### src/rtl/time_set_ctrl_pkg.sv
// Shared types, BCD limits and increment helpers for the time-setting controller.
// Button indices select bits of the raw button bus.
package time_set_ctrl_pkg;

   typedef enum logic [1:0] {
      ST_RUN      = 2'd0,
      ST_SET_HOUR = 2'd1,
      ST_SET_MIN  = 2'd2
   } state_e;

   localparam int BTN_MODE = 0;
   localparam int BTN_INC  = 1;

   localparam logic [1:0] HOUR_MAX_T = 2'd2;
   localparam logic [3:0] HOUR_MAX_U = 4'd3;
   localparam logic [2:0] MIN_MAX_T  = 3'd5;
   localparam logic [3:0] BCD_MAX    = 4'd9;

   typedef struct packed {
      logic [1:0] h1;
      logic [3:0] h0;
   } hour_t;

   typedef struct packed {
      logic [2:0] m1;
      logic [3:0] m0;
   } min_t;

   // 24 h wrap; an out-of-range tens digit of 3 also wraps to 00.
   function automatic hour_t bcd_hour_inc(input hour_t h);
      hour_t r;
      r = h;
      if ((h.h1 == HOUR_MAX_T && h.h0 >= HOUR_MAX_U) || h.h1 == 2'd3) begin
         r = '0;
      end else if (h.h0 >= BCD_MAX) begin
         r.h0 = 4'd0;
         r.h1 = h.h1 + 2'd1;
      end else begin
         r.h0 = h.h0 + 4'd1;
      end
      return r;
   endfunction

   // Minutes roll over 59 -> 00 without carrying into the hour field.
   function automatic min_t bcd_min_inc(input min_t m);
      min_t r;
      r = m;
      if (m.m0 >= BCD_MAX) begin
         r.m0 = 4'd0;
         r.m1 = (m.m1 >= MIN_MAX_T) ? 3'd0 : m.m1 + 3'd1;
      end else begin
         r.m0 = m.m0 + 4'd1;
      end
      return r;
   endfunction

endpackage

### src/rtl/time_set_ctrl_btn_debounce.sv
// Two-flop synchronizer plus stability counter for one push-button.
// press_o pulses for one cycle on each accepted 0->1 transition.
module btn_debounce #(
   parameter int CNT_W           = 32,
   parameter int DEBOUNCE_CYCLES = 500000
) (
   input  logic clk,
   input  logic rst,
   input  logic btn_i,
   output logic level_o,
   output logic press_o
);

   localparam logic [CNT_W-1:0] CNT_LAST = CNT_W'(DEBOUNCE_CYCLES - 1);

   logic             sync1_q, sync2_q;
   logic             level_q, level_d;
   logic             press_q, press_d;
   logic [CNT_W-1:0] cnt_q, cnt_d;

   always_comb begin
      cnt_d   = cnt_q + CNT_W'(1);
      level_d = level_q;
      if (sync2_q == level_q) begin
         cnt_d = '0;
      end else if (cnt_q == CNT_LAST) begin
         level_d = sync2_q;
         cnt_d   = '0;
      end
      press_d = level_d & ~level_q;
   end

   always_ff @(posedge clk) begin
      if (!rst) begin
         sync1_q <= 1'b0;
         sync2_q <= 1'b0;
         level_q <= 1'b0;
         press_q <= 1'b0;
         cnt_q   <= '0;
      end else begin
         sync1_q <= btn_i;
         sync2_q <= sync1_q;
         level_q <= level_d;
         press_q <= press_d;
         cnt_q   <= cnt_d;
      end
   end

   assign level_o = level_q;
   assign press_o = press_q;

endmodule

### src/rtl/time_set_ctrl.sv
// Push-button time-setting controller: RUN -> SET_HOUR -> SET_MIN with INC
// auto-repeat, idle timeout, blink enables and a one-cycle load strobe.
module time_set_ctrl
   import time_set_ctrl_pkg::*;
#(
   parameter int CNT_W           = 32,
   parameter int DEBOUNCE_CYCLES = 500000,
   parameter int HOLD_CYCLES     = 25000000,
   parameter int REPEAT_CYCLES   = 10000000,
   parameter int TIMEOUT_CYCLES  = 500000000,
   parameter int BLINK_CYCLES    = 12500000
) (
   input  logic       clk,
   input  logic       rst,
   input  logic [1:0] button,
   input  logic [1:0] cur_hour1,
   input  logic [3:0] cur_hour0,
   input  logic [2:0] cur_min1,
   input  logic [3:0] cur_min0,
   output logic [1:0] set_hour1,
   output logic [3:0] set_hour0,
   output logic [2:0] set_min1,
   output logic [3:0] set_min0,
   output logic       set_load,
   output logic       editing,
   output logic       blink_hour,
   output logic       blink_min
);

   localparam logic [CNT_W-1:0] HOLD_AT    = CNT_W'(HOLD_CYCLES);
   localparam logic [CNT_W-1:0] HOLD_RELD  = CNT_W'(HOLD_CYCLES - REPEAT_CYCLES + 1);
   localparam logic [CNT_W-1:0] IDLE_LAST  = CNT_W'(TIMEOUT_CYCLES - 1);
   localparam logic [CNT_W-1:0] BLINK_LAST = CNT_W'(BLINK_CYCLES - 1);

   logic unused_mode_lvl;
   logic mode_press, inc_press, inc_lvl;
   logic rep_evt, mode_evt, inc_evt, any_evt;

   state_e           state_q, state_d;
   hour_t            hour_q, hour_d;
   min_t             min_q, min_d;
   logic             load_q, load_d;
   logic             phase_q, phase_d;
   logic [CNT_W-1:0] hold_q, hold_d;
   logic [CNT_W-1:0] idle_q, idle_d;
   logic [CNT_W-1:0] blink_q, blink_d;

   btn_debounce #(.CNT_W(CNT_W), .DEBOUNCE_CYCLES(DEBOUNCE_CYCLES)) u_db_mode (
      .clk     (clk),
      .rst     (rst),
      .btn_i   (button[BTN_MODE]),
      .level_o (unused_mode_lvl),
      .press_o (mode_press)
   );

   btn_debounce #(.CNT_W(CNT_W), .DEBOUNCE_CYCLES(DEBOUNCE_CYCLES)) u_db_inc (
      .clk     (clk),
      .rst     (rst),
      .btn_i   (button[BTN_INC]),
      .level_o (inc_lvl),
      .press_o (inc_press)
   );

   // Hold counter reloads so that successive repeats land REPEAT_CYCLES apart.
   assign rep_evt  = inc_lvl && (hold_q == HOLD_AT);
   assign mode_evt = mode_press;
   assign inc_evt  = (inc_press | rep_evt) & ~mode_press;
   assign any_evt  = mode_evt | inc_evt;

   always_ff @(posedge clk) begin
      if (!rst) state_q <= ST_RUN;
      else      state_q <= state_d;
   end

   always_comb begin
      state_d = state_q;
      case (state_q)
         ST_RUN:      if (mode_evt) state_d = ST_SET_HOUR;
         ST_SET_HOUR: if (mode_evt) state_d = ST_SET_MIN;
                      else if (!inc_evt && idle_q == IDLE_LAST) state_d = ST_RUN;
         ST_SET_MIN:  if (mode_evt) state_d = ST_RUN;
                      else if (!inc_evt && idle_q == IDLE_LAST) state_d = ST_RUN;
         default:     state_d = ST_RUN;
      endcase
   end

   always_comb begin
      editing    = (state_q != ST_RUN);
      blink_hour = phase_q & (state_q == ST_SET_HOUR);
      blink_min  = phase_q & (state_q == ST_SET_MIN);
   end

   always_comb begin
      hour_d = hour_q;
      min_d  = min_q;
      load_d = 1'b0;
      case (state_q)
         ST_RUN: if (mode_evt) begin
            hour_d.h1 = cur_hour1;
            hour_d.h0 = cur_hour0;
            min_d.m1  = cur_min1;
            min_d.m0  = cur_min0;
         end
         ST_SET_HOUR: if (inc_evt) hour_d = bcd_hour_inc(hour_q);
         ST_SET_MIN:  if (mode_evt) load_d = 1'b1;
                      else if (inc_evt) min_d = bcd_min_inc(min_q);
         default: ;
      endcase

      if (!inc_lvl)     hold_d = '0;
      else if (rep_evt) hold_d = HOLD_RELD;
      else              hold_d = hold_q + CNT_W'(1);

      idle_d = (state_d == ST_RUN || any_evt) ? '0 : idle_q + CNT_W'(1);

      // Restarting the blink on entry keeps the first half-period lit.
      phase_d = phase_q;
      blink_d = blink_q + CNT_W'(1);
      if (state_q == ST_RUN && state_d == ST_SET_HOUR) begin
         phase_d = 1'b0;
         blink_d = '0;
      end else if (blink_q == BLINK_LAST) begin
         phase_d = ~phase_q;
         blink_d = '0;
      end
   end

   always_ff @(posedge clk) begin
      if (!rst) begin
         hour_q  <= '0;
         min_q   <= '0;
         load_q  <= 1'b0;
         phase_q <= 1'b0;
         hold_q  <= '0;
         idle_q  <= '0;
         blink_q <= '0;
      end else begin
         hour_q  <= hour_d;
         min_q   <= min_d;
         load_q  <= load_d;
         phase_q <= phase_d;
         hold_q  <= hold_d;
         idle_q  <= idle_d;
         blink_q <= blink_d;
      end
   end

   assign set_hour1 = hour_q.h1;
   assign set_hour0 = hour_q.h0;
   assign set_min1  = min_q.m1;
   assign set_min0  = min_q.m0;
   assign set_load  = load_q;

endmodule

### config.mk
export PLATFORM = sky130hd
export DESIGN_NAME = time_set_ctrl
export DESIGN_NICKNAME = d
export VERILOG_FILES = /design/src/rtl/time_set_ctrl_pkg.sv /design/src/rtl/time_set_ctrl_btn_debounce.sv /design/src/rtl/time_set_ctrl.sv
export SDC_FILE = /design/constraint.sdc
export NUM_CORES = 1
export LEC_CHECK = 0
export CAP_MARGIN = 40
export CORE_ASPECT_RATIO = 0.7
export CORE_MARGIN = 10
export CORE_UTILIZATION = 35
export CTS_CLUSTER_DIAMETER = 200
export DETAILED_ROUTE_END_ITERATION = 10
export HOLD_SLACK_MARGIN = 0.05
export PLACE_DENSITY_LB_ADDON = 0.05
export SYNTH_ARGS = -nofsm -noshare
export SYNTH_HDL_FRONTEND = slang
export SYNTH_SLANG_ARGS = --single-unit
### constraint.sdc
create_clock -name clk -period 2.9 [get_ports clk]
set_clock_uncertainty 0.05 [all_clocks]
set_input_delay 0.435 -clock clk [delete_from_list [all_inputs] [get_ports clk]]
set_output_delay 0.435 -clock clk [all_outputs]
set_load 0.05 [all_outputs]
==> metrics.txt <==
Initial DRC Count=363; worst hold path type=flip-flop to flip-flop; CTS tree=built; area leader, netlist=dfxtp_1; I/O Buffers=33; Post-DRT Antenna Nets=0; Primary FF master, synth=dfxtp_1; synthesized area=roughly 0.0084 mm2; relative slew slack=0.5458; # clock sinks=between 150 and 200; global-route wire length before repair=approximately 30 mm; worst-skew pair later-pin latency=between 400 and 500 ps; hold_buf cts=0; CTS H-tree depth=4; critical path required time=around 2400 ps; CP max stage cell=clkdlybuf4s50_1; die height=around 150 um; drt via density=4.717; Synth top area share=0.4400; Top delay family on crit path=buffers and inverters; Slew @ Worst Pin=around 680 ps; CP endpoint kind=primary output; ys async rst share=0; total number of vias=6326; VDD IR-drop max=approximately 0.40 mV; GRT Resource Usage Total=0.1233; First-pass DRT Iterations=4; Synth Warn #=0; PwrDens=approximately 530 mW/mm2; vias in the first global route=roughly 5900; post_cts resized=0; CP peak stage delay=between 800 and 900 ps; ranking of synthesized cells by area=dfxtp_1 44%, xor2_1 8.9%, nor2_1 8.0%, xnor2_1 6.5%, nand3_1 3.7%; worst endpoint data arrival time=roughly 2200 ps; Clock Tree Buf Depth=2; initial antenna violation count=1; Fin. Hold Viols=0; FF-to-FF path depth=9; area delta synth->final=15.53%; aggregate global routing overflow=0; io pins=34; register area share after synthesis=0.4400; Fmax achieved=between 300 and 400 MHz; HP Start=u_db_inc.sync1_q; Final setup viols=0; crit path max fanout=10; Worst-path clk slew=roughly 70 ps; layout cells sized above 1=0.06556; routed wire length=approximately 18 mm; Post-synth top cells=185 x dfxtp_1, 180 x nor2_1, 86 x xor2_1; fin crit period=2639 ps; Cells after DPL=approximately 1300; RePlAce Congestion=between 0.7 and 0.8; WHS Path Cells=1; P_leak=between 3 and 4 nW; number of synthesized flops with an enable pin=0; Nets=between 1000 and 1500; core area=roughly 0.024 mm2; row cnt=47; Root Driver=clkbuf_16; R2R Setup Slk=460 ps; largest net degree at the start of global routing=33; fin cells=between 1000 and 1500; Setup TNS Final=0 ps; Buf/Inv on CP=1; worst-path cell chain=nand2b_1 -> nor2_1 -> clkdlybuf4s50_1; fin. max-slew vios=0; Final HPWL DP=about 13 mm; RSZ-0062 raised after global routing=false; Hold Path End=u_db_inc.sync2_q; die width=205.4 um; Initial Util=0.3560; DRC=0; syn avg cell area=~8.6 um2; fin crit share=0.9098; DR WL/cell=roughly 14 um; post-CTS setup buffers=0; kind of critical path=flip-flop to primary output; Seq cells post-synth=185; status=completed; full die area=between 0.03 and 0.04 mm2; Inserted Clock Buffers=17; max_cap viols=0; number of library cell types mapped by synthesis=55; fillers=approximately 2400; Synthesized Nets=between 1000 and 1500; most common cell in the synthesized netlist=dfxtp_1; Setup crit start kind=flip-flop; Post-Synthesis Cells=978; capturing point of the worst reg2reg path=idle_q[23]; FF-to-FF Start=hold_q[0]
## power breakdown
part           switching (W)   total, W  internal [W]  leakage (nW)
clock                0.00103    0.00253       0.00150         0.315
combinational      0.0000359  0.0000679     0.0000320          1.32
sequential        0.00000495    0.00255       0.00255          1.49
## cells in the final DEF, fill, tap and decap left out, types with 6 or more instances in the layout
cell	synthesis	layout
a211oi_1	6	6
a21oi_1	22	22
and2_1	12	12
and3_1	25	25
and4_1	13	13
buf_4	0	13
clkbuf_16	0	17
clkdlybuf4s50_1	0	33
dfxtp_1	185	185
ha_1	16	16
inv_1	32	32
nand2_1	63	63
nand3_1	62	62
nand4_1	38	38
nor2_1	180	180
nor2_2	10	10
nor3_1	25	25
nor4_1	24	24
nor4b_1	9	9
o21ai_0	9	9
or2_2	6	6
or3_1	11	11
xnor2_1	62	62
xor2_1	86	86
## final cells by class
type | instances | area (um2) | area share
antenna | 1 | 2.502 | 0.0002573
clock inverter | 13 | 190.2 | 0.01956
clock buffer | 19 | 452.9 | 0.04658
inverter | 32 | 120.1 | 0.01235
timing repair buffer | 46 | 427.9 | 0.04400
sequential | 185 | 3704 | 0.3809
multi-input combinational | 727 | 4429 | 0.4555
tap | 318 | 397.9 | 0.04092
## registers in the layout (all words and copies together), names as in the netlist
register           flops
blink_q               32
hold_q                32
idle_q                32
phase_q                1
set_hour0              4
set_hour1              2
set_load               1
set_min0               4
set_min1               3
state_q                2
u_db_inc.cnt_q        32
u_db_inc.level_o       1
u_db_inc.press_o       1
u_db_inc.sync1_q       1
u_db_inc.sync2_q       1
u_db_mode.cnt_q       32
u_db_mode.level_o      1
u_db_mode.press_o      1
u_db_mode.sync1_q      1
u_db_mode.sync2_q      1
## cells by family (layout without fill, tap and decap cells)
group           after synthesis  count (layout)  synth area share
buf+inv                      66             110           0.03374
compound gates               59              59           0.04579
flops                       185             185            0.4400
mux                           4               4          0.004757
simple gates                500             500            0.2979
other cells                   0               1                 0
xor+xnor                    148             148            0.1540
fa+ha+maj                    16              16           0.02378
## routing by layer
layer / wire length, um / GRT usage / vias up
met5: 0 / 0 / -
met4: 179 / 0.03518 / 0
met3: 673 / 0.03758 / 13
met2: 6876 / 0.1633 / 57
met1: 10440 / 0.1843 / 2863
li1: - / - / 3393
## through the flow
stage / hold slack [ps] / total power, W / cell area, um2 / worst slack (ps) / utilization
after CTS: 386.8 / 0.005247 / 9722 / 192.7 / 0.4112
after global placement: 365.6 / 0.002681 / 9079 / 503.0 / 0.3840
final: 388.4 / 0.005148 / 9724 / 261.5 / 0.4113
after detailed placement: 366.9 / 0.002680 / 9079 / 464.3 / 0.3840
after global routing: 398.3 / 0.005355 / 9722 / 87.76 / 0.4112
after floorplan: 361.9 / 0.002641 / 8417 / 671.7 / -
## worst max-delay path by stage
stage	end	from	slack, ps	cells after the start
2_1_floorplan	set_hour0[2]	set_hour1[0]	670	8
3_3_place_gp	idle_q[31]	hold_q[0]	500	9
3_5_place_dp	idle_q[31]	hold_q[0]	460	9
4_1_cts	blink_hour	state_q[1]	190	3
5_1_grt	blink_hour	state_q[1]	90	3
6_report	blink_hour	state_q[1]	260	3
(Power assumes the default switching activity.)
